`config.mk`:
```
export PLATFORM = sky130hd
export DESIGN_NAME = fetch_sequencer
export DESIGN_NICKNAME = d
export VERILOG_FILES = /design/src/rtl/picomips_pkg.sv /design/src/rtl/sync_chain.sv /design/src/rtl/fetch_sequencer.sv
export SDC_FILE = /design/constraint.sdc
export NUM_CORES = 1
export LEC_CHECK = 0
export BUFFER_PORTS_ARGS = -buffer_cell sky130_fd_sc_hd__buf_2
export CAP_MARGIN = 20
export CORE_ASPECT_RATIO = 0.9
export CORE_MARGIN = 2
export CORE_UTILIZATION = 45
export CTS_CLUSTER_DIAMETER = 100
export DETAILED_ROUTE_END_ITERATION = 10
export GPL_TIMING_DRIVEN = 0
export PLACE_DENSITY = 0.77
export SETUP_SLACK_MARGIN = 0.1
export SKIP_CTS_REPAIR_TIMING = 1
export SLEW_MARGIN = 10
export SYNTH_ARGS = -nofsm -noshare
export SYNTH_HDL_FRONTEND = slang
export SYNTH_HIERARCHICAL = 1
export SYNTH_SLANG_ARGS = --single-unit
```
`constraint.sdc`:
```
create_clock -name clk -period 1.8 [get_ports clk]
set_input_delay 0.18 -clock clk [delete_from_list [all_inputs] [get_ports clk]]
set_output_delay 0.18 -clock clk [all_outputs]
set_load 0.1 [all_outputs]
```
`src/rtl/picomips_pkg.sv`:
```
// Types and constants shared between the picoMips fetch sequencer and the decoder.
package picomips_pkg;

   localparam int INSTR_WIDTH = 12;

   typedef enum logic [1:0] {
      FETCH   = 2'b00,
      DECODE  = 2'b01,
      EXEC_WB = 2'b10
   } stage_t;

endpackage

```
`src/rtl/sync_chain.sv`:
```
// Multi-flop synchroniser for the raw handshake switch; output is the last flop.
module sync_chain #(
   parameter int SYNC_STAGES = 2
) (
   input  logic clk,
   input  logic reset,
   input  logic din_i,
   output logic dout_o
);

   logic [SYNC_STAGES-1:0] sync_q;

   always_ff @(posedge clk or posedge reset) begin
      if (reset) begin
         sync_q <= '0;
      end else begin
         sync_q <= {sync_q[SYNC_STAGES-2:0], din_i};
      end
   end

   assign dout_o = sync_q[SYNC_STAGES-1];

endmodule

```
`src/rtl/fetch_sequencer.sv`:
```
// picoMips fetch sequencer: PC, 3-phase stage counter, instruction register and
// handshake synchroniser feeding the decoder.
module fetch_sequencer #(
   parameter int PC_WIDTH    = 8,
   parameter int INSTR_WIDTH = picomips_pkg::INSTR_WIDTH,
   parameter int PROG_LEN    = 256,
   parameter int SYNC_STAGES = 2
) (
   input  logic                   clk,
   input  logic                   reset,
   input  logic                   HandshakeIn,
   input  logic                   PCHold,
   input  logic [INSTR_WIDTH-1:0] RomData,
   output logic [PC_WIDTH-1:0]    RomAddr,
   output logic [INSTR_WIDTH-1:0] Instruction,
   output logic [1:0]             Stage,
   output logic                   Handshake,
   output logic [PC_WIDTH-1:0]    PC
);
   import picomips_pkg::*;

   localparam logic [PC_WIDTH-1:0] LAST_PC = PC_WIDTH'(PROG_LEN - 1);

   stage_t                 stage_q, stage_d;
   logic [PC_WIDTH-1:0]    pc_q, pc_d;
   logic [INSTR_WIDTH-1:0] instr_q, instr_d;

   always_ff @(posedge clk or posedge reset) begin
      if (reset) begin
         stage_q <= FETCH;
         pc_q    <= '0;
         instr_q <= '0;
      end else begin
         stage_q <= stage_d;
         pc_q    <= pc_d;
         instr_q <= instr_d;
      end
   end

   // The illegal 2'b11 encoding falls into default and recovers to FETCH.
   always_comb begin
      stage_d = FETCH;
      pc_d    = pc_q;
      instr_d = instr_q;
      case (stage_q)
         FETCH: begin
            stage_d = DECODE;
            instr_d = RomData;
         end
         DECODE: begin
            stage_d = EXEC_WB;
         end
         EXEC_WB: begin
            if (PCHold) begin
               stage_d = EXEC_WB;
            end else begin
               stage_d = FETCH;
               pc_d    = (pc_q == LAST_PC) ? '0 : pc_q + 1'b1;
            end
         end
         default: begin
            stage_d = FETCH;
         end
      endcase
   end

   sync_chain #(
      .SYNC_STAGES(SYNC_STAGES)
   ) u_sync (
      .clk   (clk),
      .reset (reset),
      .din_i (HandshakeIn),
      .dout_o(Handshake)
   );

   assign RomAddr     = pc_q;
   assign PC          = pc_q;
   assign Instruction = instr_q;
   assign Stage       = stage_q;

endmodule

```
* After elaboration in Yosys (flattened, before gate mapping)
Cells that the tools add are included. Widths: inputs -> output; s select.
Operators by class: add/subtract/negate cells 1, eq/ne operators 3, mux-type cells 3, bitwise operators 1, reductions and logical operators 2
Operators by type and width (count):
- $add 8x1->8 const B | 1
- $eq 8x8->1 const B | 1
- $mux 8 | 1
- $pmux 2 s3 | 1
- $eq 2x1->1 const B | 1
- $eq 2x2->1 const B | 1
- $logic_not 2->1 | 1
- $mux 2 | 1
- $reduce_and 2->1 | 1
- $not 1->1 | 1
Word-level totals: register bits 24, input port bits 16, output and inout port bits 31, word-level logic and storage cells 14

* Depth between registers and ports, before layout
depth after elaboration 2, gate-level depth with buffers 4

* Modules after synthesis
The synthesis kept the hierarchy.
Modules (own cells, without submodules):
- fetch_sequencer | times used 1, cells each 82, area an instance 977.2 µm², sequential area each 550.5 µm²
- sync_chain | times used 1, cells each 3, area an instance 53.8 µm², sequential area each 50.0 µm²

* Worst setup path before layout
OpenSTA, ideal clock, no wires.
path type reg-to-reg, start point reg stage_q[1], in the netlist Stage[1], end point reg pc_q[5], in the netlist PC[5], data arrival time 2.015 ns, slack -0.293 ns, stages on the path, launching flop included 4, buffers on the path 0, clock period less this slack 2.093 ns, cells stage by stage dfrtp_1 > or3b_1 > or4_1 > a21oi_1
On the way: cells in the longest elaborated chain, start to end 2
Ends and longest elaborated chain:
- from (decl) | line fetch_sequencer.sv:24 | stage_t stage_q, stage_d;
- from (signal assigned) | line fetch_sequencer.sv:34 | stage_q <= stage_d;
- $eq 2x2->1 | line fetch_sequencer.sv:45 | case (stage_q)
- $reduce_and 2->1 (no line)
- to (signal assigned) | line fetch_sequencer.sv:35 | pc_q <= pc_d;
- to (decl) | line fetch_sequencer.sv:25 | logic [PC_WIDTH-1:0] pc_q, pc_d;
Every way passes these cells. A chain may end at the register's enable or synchronous reset.

* Final worst setup path
start point reg stage_q[0], in the netlist Stage[0], end point reg pc_q[3], in the netlist PC[3]
Same word-level chain as after synthesis.

==> flow_summary.ini <==
[outcome]
status = finished, final reports clean

[clock_tree]
cts.sinks = 24
h-tree-depth = 1
cts_max_path_buffers = 2
cts_buffers = 3
cts_tree = yes
clkTransAtPathRegs_ns = 0.13
ctsRootBufferMaster = clkbuf_4
clk_latency_ns = 0.32

[floorplanning]
dieWidth_um = 54.5
chipHeight_um = 49.4
initial_core_util = 0.472
io_pins = 47
row_count = 16
core_region_area_um2 = 2180
design.die.area_um2 = 2690

[sta]
drv_slew = 0
timing.fmax_ghz = 0.629
finalSetupTns_ns = 0
final_hold_viol_count = 0
grt_setup_unrepaired = false
period_needed_ns = 1.59
slew_headroom = 0.459
skew_ns = 0.0116
tightest_slew_ns = 0.810
finalCritPeriodShare = 0.883
setup_viol = 0

[synth]
seq_area_frac_synth = 0.583
ys_seq_elements = 24
syn-num-nets = 102
ys.flop_type = dfrtp_1
synth_edf_count = 0
syn-cell-area_um2 = 1030
synth_cell_types = 24
yosys_warnings = 6
synthArstFlopShare = 1.00
synthCells = 85
synth_area_per_cell_um2 = 12.1

[global_routing]
gr-usage-all-layers = 0.161
grt_remaining_overflow = 0
grt_pass1_wl_mm = 3.19
grt_max_degree = 23
antenna_found_initial = 0
grt_pass1_vias = 743

[setup_path]
crit_fanout = 10
r2r_slack_ns = 0.21
critPathKind = reg2reg
crit_arrival_ns = 1.84
crit_path_start_kind = flip-flop
critPathRequiredTime_ns = 2.05
worstSetupEndpointType = flip-flop

[final_layout]
n_fill_cell = 180
fin_nets = 155
drive_gt1_frac = 0.599
antennaDiodeCount = 0
area_growth_pct = 33.3

[route]
dr.pass1.iters = 4
met1Wirelength_um = 773
ant_nets = 0
dr.max_layer_used = met3
drc = 0
wl_per_cell_um = 12.2
viasPerCell = 4.88
drtIter0Drc = 5
num_vias = 800
met2RoutedLength_mm = 1.07
met3_length_um = 157
routed_wl_mm = 2.00

[flow_run]
maxCapViolCount = 0

[placement]
place.gp.congestion = 0.666
numPortBuffers = 46
dp_hpwl_mm = 1.56

[worst_hold_path]
min_path_type = in2reg
path summary, 6_finish.rpt:
kind / end / from / cells past startpoint
worst max register to register: PC[3] / Stage[0] / 4
worst min-delay path: Instruction[7] / RomData[7] / 2
min in group asynchronous: u_sync/sync_q[1] / reset / 3
max in group asynchronous: Stage[1] / reset / 3
worst max-delay path: PC[3] / Stage[0] / 4
worst min register to register: u_sync/sync_q[1] / u_sync/sync_q[0] / 0
cells by family (layout without fill, tap and decap cells):
logic type	count (synthesis)	in the layout	synth area share
flip-flops	24	24	0.583
AO/OA/AOI/OAI	8	8	0.0449
buffers and inverters	15	67	0.0922
adder cells (fa/ha/maj)	1	1	0.0121
XOR/XNOR	3	3	0.0255
multiplexers	12	12	0.131
AND/OR/NAND/NOR	22	22	0.112
routing by layer:
metal / up-vias / global-route usage
li1: 389 / -
met1: 370 / 0.172
met2: 41 / 0.301
met3: 0 / 0.0491
met4: 0 / 0.0250
met5: - / 0
worst max-delay path: stages, from the launching register on:
cell and delay (ns):
dfrtp_4 0.52, or3b_1 0.39, buf_6 0.16, or3_1 0.34
a21oi_1 0.13
synthesized netlist by cell type (all sizes together), types with 2 or more instances:
| library cell | number | area share |
|---|---|---|
| xor2 | 2 | 0.017 |
| inv | 5 | 0.018 |
| buf | 10 | 0.074 |
| o21ai | 3 | 0.015 |
| nand3 | 3 | 0.015 |
| mux2 | 12 | 0.13 |
| or3 | 2 | 0.012 |
| dfrtp | 24 | 0.58 |
| a21oi | 3 | 0.015 |
| nand2 | 7 | 0.025 |
| nor3 | 3 | 0.015 |
sequential cells by signal, indices dropped and copies added (netlist names):
name and count:
Instruction 12, PC 8, Stage 2, u_sync/sync_q 2
final cells by class:
type | instances | area, um^2 | share of cell area
inverter | 5 | 18.8 | 0.0137
buffer | 10 | 76.3 | 0.0556
tap | 27 | 33.8 | 0.0246
multi-input combinational | 46 | 342 | 0.249
timing repair buffer | 48 | 250 | 0.182
clock buffer | 4 | 36.3 | 0.0264
sequential | 24 | 617 | 0.449
cells in the final DEF (no fill, tap or decap), types with 2 or more instances in the layout:
cell type and count:
a21oi_1 3, buf_2 47, buf_4 8, clkbuf_4 3, dfrtp_1 15, dfrtp_2 7, dfrtp_4 2, dlygate4sd3_1 2
inv_1 5, mux2_2 12, nand2_1 7, nand3_1 3, nor3_1 3, o21ai_0 3, or3_1 2, xor2_1 2
stage by stage:
stage / hold WS, ns / instance area, um^2 / setup slack (ns) / util / cells
6_report: 0.0820 / 1370 / 0.211 / 0.630 / 164
5_1_grt: 0.0753 / 1370 / 0.101 / 0.630 / 164
4_1_cts: -0.310 / 1350 / 0.183 / 0.618 / 162
3_5_place_dp: 0.0385 / 1310 / 0.209 / 0.601 / 158
3_3_place_gp: 0.0366 / 1310 / 0.218 / 0.601 / 158
2_1_floorplan: -0.0788 / 1050 / 0.116 / - / 85
Power is not shown: default switching activity piles up to over one toggle a cycle in this logic, so the estimate is an artifact.
